`src/rtl/stopwatch_display.sv`:
```
`default_nettype none
// +--------------------------------------------------------------------------+
// | stopwatch_display: MM.SS on a 4-digit multiplexed 7-segment display,     |
// | one tear-free snapshot per frame. Option macro: STOPWATCH_BLINK_EN.      |
// | Revision: 1.0                                                            |
// +--------------------------------------------------------------------------+
module stopwatch_display #(
  parameter int CLK_HZ     = 100_000_000,
  parameter int REFRESH_HZ = 1000,
  parameter int BLINK_HZ   = 2
) (
  input  logic       clk,
  input  logic       reset,
  input  logic [5:0] minutes,
  input  logic [5:0] seconds,
  input  logic       blank,
`ifdef STOPWATCH_BLINK_EN
  input  logic       blink,
`endif
  output logic [6:0] seg,
  output logic [3:0] an,
  output logic       dp
);

  localparam int               c_div      = CLK_HZ / REFRESH_HZ;
  localparam int               c_cw       = (c_div > 1) ? $clog2(c_div) : 1;
  localparam logic [c_cw-1:0]  c_last     = c_cw'(c_div - 1);
  localparam logic [6:0]       c_seg_off  = 7'h7F;
  localparam logic [6:0]       c_seg_dash = 7'h3F;

  logic [c_cw-1:0] r_cnt;
  logic [1:0]      r_idx;
  logic            r_live;
  logic [5:0]      r_min;
  logic [5:0]      r_sec;

  logic            w_tick;
  logic            w_live_nxt;
  logic [1:0]      w_idx_nxt;
  logic [5:0]      w_min_nxt;
  logic [5:0]      w_sec_nxt;
  logic [7:0]      w_min_bcd;
  logic [7:0]      w_sec_bcd;
  logic [3:0]      w_nib;
  logic            w_dash;
  logic            w_blank_eff;

  function automatic logic [7:0] to_bcd(input logic [5:0] v);
    logic [3:0] t;
    logic [3:0] o;
    if (v >= 6'd50) begin
      t = 4'd5; o = 4'(v - 6'd50);
    end else if (v >= 6'd40) begin
      t = 4'd4; o = 4'(v - 6'd40);
    end else if (v >= 6'd30) begin
      t = 4'd3; o = 4'(v - 6'd30);
    end else if (v >= 6'd20) begin
      t = 4'd2; o = 4'(v - 6'd20);
    end else if (v >= 6'd10) begin
      t = 4'd1; o = 4'(v - 6'd10);
    end else begin
      t = 4'd0; o = v[3:0];
    end
    return {t, o};
  endfunction

  function automatic logic [6:0] seg_code(input logic [3:0] d);
    case (d)
      4'd0:    return 7'h40;
      4'd1:    return 7'h79;
      4'd2:    return 7'h24;
      4'd3:    return 7'h30;
      4'd4:    return 7'h19;
      4'd5:    return 7'h12;
      4'd6:    return 7'h02;
      4'd7:    return 7'h78;
      4'd8:    return 7'h00;
      4'd9:    return 7'h10;
      default: return c_seg_dash;
    endcase
  endfunction

  assign w_tick = (r_cnt == c_last);

  // The first tick after reset only lights digit 0; later ticks advance the
  // scan, and the 3->0 wrap loads the snapshot for the new frame.
  always_comb begin
    w_live_nxt = r_live | w_tick;
    w_idx_nxt  = r_idx;
    w_min_nxt  = r_min;
    w_sec_nxt  = r_sec;
    if (w_tick && r_live) begin
      w_idx_nxt = r_idx + 2'd1;
      if (r_idx == 2'd3) begin
        w_min_nxt = minutes;
        w_sec_nxt = seconds;
      end
    end
  end

  assign w_min_bcd = to_bcd(w_min_nxt);
  assign w_sec_bcd = to_bcd(w_sec_nxt);

  always_comb begin
    w_nib  = 4'd0;
    w_dash = 1'b0;
    case (w_idx_nxt)
      2'd0: begin w_nib = w_sec_bcd[3:0]; w_dash = (w_sec_nxt > 6'd59); end
      2'd1: begin w_nib = w_sec_bcd[7:4]; w_dash = (w_sec_nxt > 6'd59); end
      2'd2: begin w_nib = w_min_bcd[3:0]; w_dash = (w_min_nxt > 6'd59); end
      default: begin w_nib = w_min_bcd[7:4]; w_dash = (w_min_nxt > 6'd59); end
    endcase
  end

`ifdef STOPWATCH_BLINK_EN
  localparam int              c_half = CLK_HZ / (2 * BLINK_HZ);
  localparam int              c_hw   = (c_half > 1) ? $clog2(c_half) : 1;
  localparam logic [c_hw-1:0] c_hlast = c_hw'(c_half - 1);

  logic [c_hw-1:0] r_bcnt;
  logic            r_phase;

  always_ff @(posedge clk or posedge reset) begin
    if (reset) begin
      r_bcnt  <= '0;
      r_phase <= 1'b0;
    end else if (r_bcnt == c_hlast) begin
      r_bcnt  <= '0;
      r_phase <= ~r_phase;
    end else begin
      r_bcnt  <= r_bcnt + c_hw'(1);
    end
  end

  assign w_blank_eff = blank | (blink & r_phase);
`else
  // A nonpositive blink rate is a misconfiguration; keep the display dark.
  localparam logic c_blink_ok = (BLINK_HZ > 0);
  assign w_blank_eff = blank | ~c_blink_ok;
`endif

  always_ff @(posedge clk or posedge reset) begin
    if (reset) begin
      r_cnt  <= '0;
      r_idx  <= 2'd0;
      r_live <= 1'b0;
      r_min  <= 6'd0;
      r_sec  <= 6'd0;
    end else begin
      r_cnt  <= w_tick ? '0 : r_cnt + c_cw'(1);
      r_idx  <= w_idx_nxt;
      r_live <= w_live_nxt;
      r_min  <= w_min_nxt;
      r_sec  <= w_sec_nxt;
    end
  end

  // Outputs are decoded from next state so they move on the same edge as idx.
  always_ff @(posedge clk or posedge reset) begin
    if (reset) begin
      seg <= c_seg_off;
      an  <= 4'hF;
      dp  <= 1'b1;
    end else if (!w_live_nxt || w_blank_eff) begin
      seg <= c_seg_off;
      an  <= 4'hF;
      dp  <= 1'b1;
    end else begin
      seg <= w_dash ? c_seg_dash : seg_code(w_nib);
      an  <= ~(4'b0001 << w_idx_nxt);
      dp  <= ~(w_idx_nxt == 2'd2);
    end
  end

endmodule
`default_nettype wire

```
`config.mk`:
```
export PLATFORM = sky130hd
export DESIGN_NAME = stopwatch_display
export DESIGN_NICKNAME = d
export VERILOG_FILES = /design/src/rtl/stopwatch_display.sv
export SDC_FILE = /design/constraint.sdc
export NUM_CORES = 1
export LEC_CHECK = 0
export ABC_AREA = 0
export CAP_MARGIN = 20
export CORE_MARGIN = 2
export CORE_UTILIZATION = 59
export DETAILED_ROUTE_END_ITERATION = 10
export PLACE_DENSITY = 0.81
export SETUP_SLACK_MARGIN = 0.3
export SYNTH_ARGS = -nofsm -noshare
export SYNTH_HDL_FRONTEND = slang
export SYNTH_SLANG_ARGS = --single-unit
```
`constraint.sdc`:
```
create_clock -name clk -period 6.2 [get_ports clk]
set_input_delay 1.55 -clock clk [delete_from_list [all_inputs] [get_ports clk]]
set_output_delay 1.55 -clock clk [all_outputs]
set_load 0.1 [all_outputs]
```
==> flow_summary.toml <==
[outcome]
status = "completed"

[clock_tree]
cts_sinks = 43
cts_hold_buffers = 0
cts_buffer_depth = 2
post_cts_buffers = 0
clk_pin_slew_ns = 0.08
postCtsResizedCells = 0
htree_levels = 2
numCtsBuffers = 5
cts_root_buf = "clkbuf_8"
worstSkewPairLatency_ns = 0.30
cts_tree = "yes"

[logic_synthesis]
synth_edf_count = 0
synth_area_per_cell_um2 = 9.10
async_flop_share_pct = 100
ys_ff_latch = 43
yosysWarnings = 0
yosys.area_share.simple_pct = 22.1
synthMuxAreaShare_pct = 7.27
yosys.area_share.xor_xnor_pct = 4.43
synth_top_family_by_area = "simple AND/OR/NAND/NOR gates"
synth-main-ff-cell = "dfrtp_1"
synth_nets = 379
seq_area_frac_synth_pct = 34.4
synth_fa_ha_area_share_pct = 6.32
synth.distinct_cells = 70
postSynthCellCount = 348
synth_compound_area_share_pct = 20.9
syn_area_mm2 = 0.00317

[sta]
fin_ws_ns = 0.944
setup_tns_ns = 0
layout_worst_path_cycle_share_pct = 84.8
layout_min_cycle_time_ns = 5.26
holdWs_ns = 0.484
finalSetupViolCount = 0
hold_viol = 0
drv_slew = 0
skew_ns = 0.00870
max_freq_mhz = 190
rsz0062_at_grt = "no"
worst_pin_slew_ns = 0.997
relSlewSlack_pct = 33.4

[placement]
dp_hpwl_mm = 6.29
dpl-instance-area_mm2 = 0.00347
place_ws_ns = 0.992
port_buffers = 26
dp.cells = 437
gp_congestion = 1.07

[layout]
layout.nets = 405
final_cell_mix = "40 x nand2_1, 32 x dfrtp_1, 26 x clkdlybuf4s50_1"
syn_to_final_growth_pct = 12.5
diodes = 0
postLayoutCoreUtil_pct = 69.3
instances_no_fill = 445
drive_gt1_share_pct = 12.8
final_common_cell = "nand2_1"
finalInstanceArea_mm2 = 0.00356

[global_route]
grt_pass1_vias = 2768
grt_max_degree = 32
grt_pass1_wl_mm = 13.7
grt_busiest_layer = "met2"
track_usage_pct = 28.6
antenna_found_initial = 0
met2_usage_pct = 48.2
globalRouteMet1Util_pct = 37.4
grt_util_met3_pct = 4.35
gr-total-overflow = 0

[pwr]
power_mw = 0.486
power.leakage_nw = 1.48
irDropWorstVdd_mv = 0.115
powerDensity_mw_per_mm2 = 136

[job]
drv_cap = 0

[floorplan]
die_h_um = 77.3
die_w_um = 77.3
die_area_mm2 = 0.00597
rows = 26
start_util_pct = 61.6
coreArea_mm2 = 0.00514
io_pins = 27

[setup_path]
critPathMaxFanout = 11
slowest_delay_ns = 0.54
end_kind = "flop"
regToRegSetupSlack_ns = 0.94
worstPathArrival_ns = 5.45
required_ns = 6.40
path_class = "flop to flop"
slowest_stage = "a31oi_1"
cp-start-kind = "flop"
path_common_cell = "nand2_1"
crit_chain = "ha_1 > and4_1 > and4_1 > and2_1 > buf_4 > nand2_1 > nand2_1 > inv_2 > ha_1 > nor3b_1 > o21ai_0 > a21oi_1 > a31oi_1 > nand2_1 > o221ai_1 > mux2i_1 > nand2_1 > ha_1 > inv_1 > o21ai_0 > o2111ai_1"

[drt]
drcViolationCount = 0
ant_nets = 0
viasPerCell = 6.46
initialDrtViolationCount = 236
vias = 2874
wirelength_mm = 8.19
wl_per_cell_um = 18.4
first_pass_iters = 5

[hold_path]
hold_class = "flop to flop"
==> cell families (layout without fill, tap and decap cells) <==
family,after synthesis,count (layout)
AO/OA/AOI/OAI,93,93
XOR/XNOR,16,16
multiplexers,21,21
AND/OR/NAND/NOR,127,127
adder cells (fa/ha/maj),16,16
flip-flops,43,43
buffers and inverters,32,59
==> cells in the mapped netlist, types with 5 or more instances <==
library cell	n	area [um^2]
xor2_1	9	78.8
dfstp_2	11	289
and2_1	5	31.3
o21ai_1	7	35.0
mux2i_1	9	90.1
a31oi_1	8	50.1
a21oi_1	16	80.1
nor2_1	18	67.6
inv_1	20	75.1
nand3_1	13	65.1
nand4_1	6	37.5
o21ai_0	17	85.1
ha_1	16	200
o31ai_1	6	45.0
nor3_1	12	60.1
xnor2_1	7	61.3
mux2_2	10	113
dfrtp_1	32	801
nand2_1	40	150
==> power by group <==
part           internal (mW)  total [mW]  switching, mW
registers              0.281       0.282       0.000631
clock network         0.0788       0.177         0.0979
logic                 0.0119      0.0273         0.0155
==> layer usage <==
layer | wire [um] | up-vias
met3 | 458 | 22
met4 | 200 | 0
met1 | 3500 | 1390
met5 | 0 | -
li1 | - | 1330
met2 | 4030 | 132
==> path summary, 6_finish.rpt <==
check / startpoint / endpoint / cells past startpoint
max: r_cnt[0] / seg[3] / 21
min: r_cnt[0] / r_cnt[0] / 1
max reg2reg: r_cnt[0] / seg[3] / 21
min reg2reg: r_cnt[0] / r_cnt[0] / 1
max in group asynchronous: reset / seg[4] / 3
min in group asynchronous: reset / r_min[3] / 2
==> flip-flops by register name, summed over array words and instances, names as in the netlist <==
signal,cells
an,3
dp,1
r_cnt,17
r_idx,2
r_live,1
r_min,6
r_sec,6
seg,7
==> worst max-delay path, delay by kind of cell (launching register included) <==
kind,cells,cell delay [ns]
AO/OA/AOI/OAI,6,1.28
AND/OR/NAND/NOR,8,1.89
buffers and inverters,3,0.41
adder cells (fa/ha/maj),3,0.74
multiplexers,1,0.46
flip-flops,1,0.39
==> area by class of cell <==
cell class                      instances  area [um^2]
Clock buffer                            6         72.6
Clock inverter                          2         12.5
Fill cell                             420         1580
Inverter                               22         82.6
Multi-Input combinational cell        273         1930
Sequential cell                        43         1090
Tap cell                               70         87.6
Timing Repair Buffer                   29          283
Power figures use the tool's default switching activity.
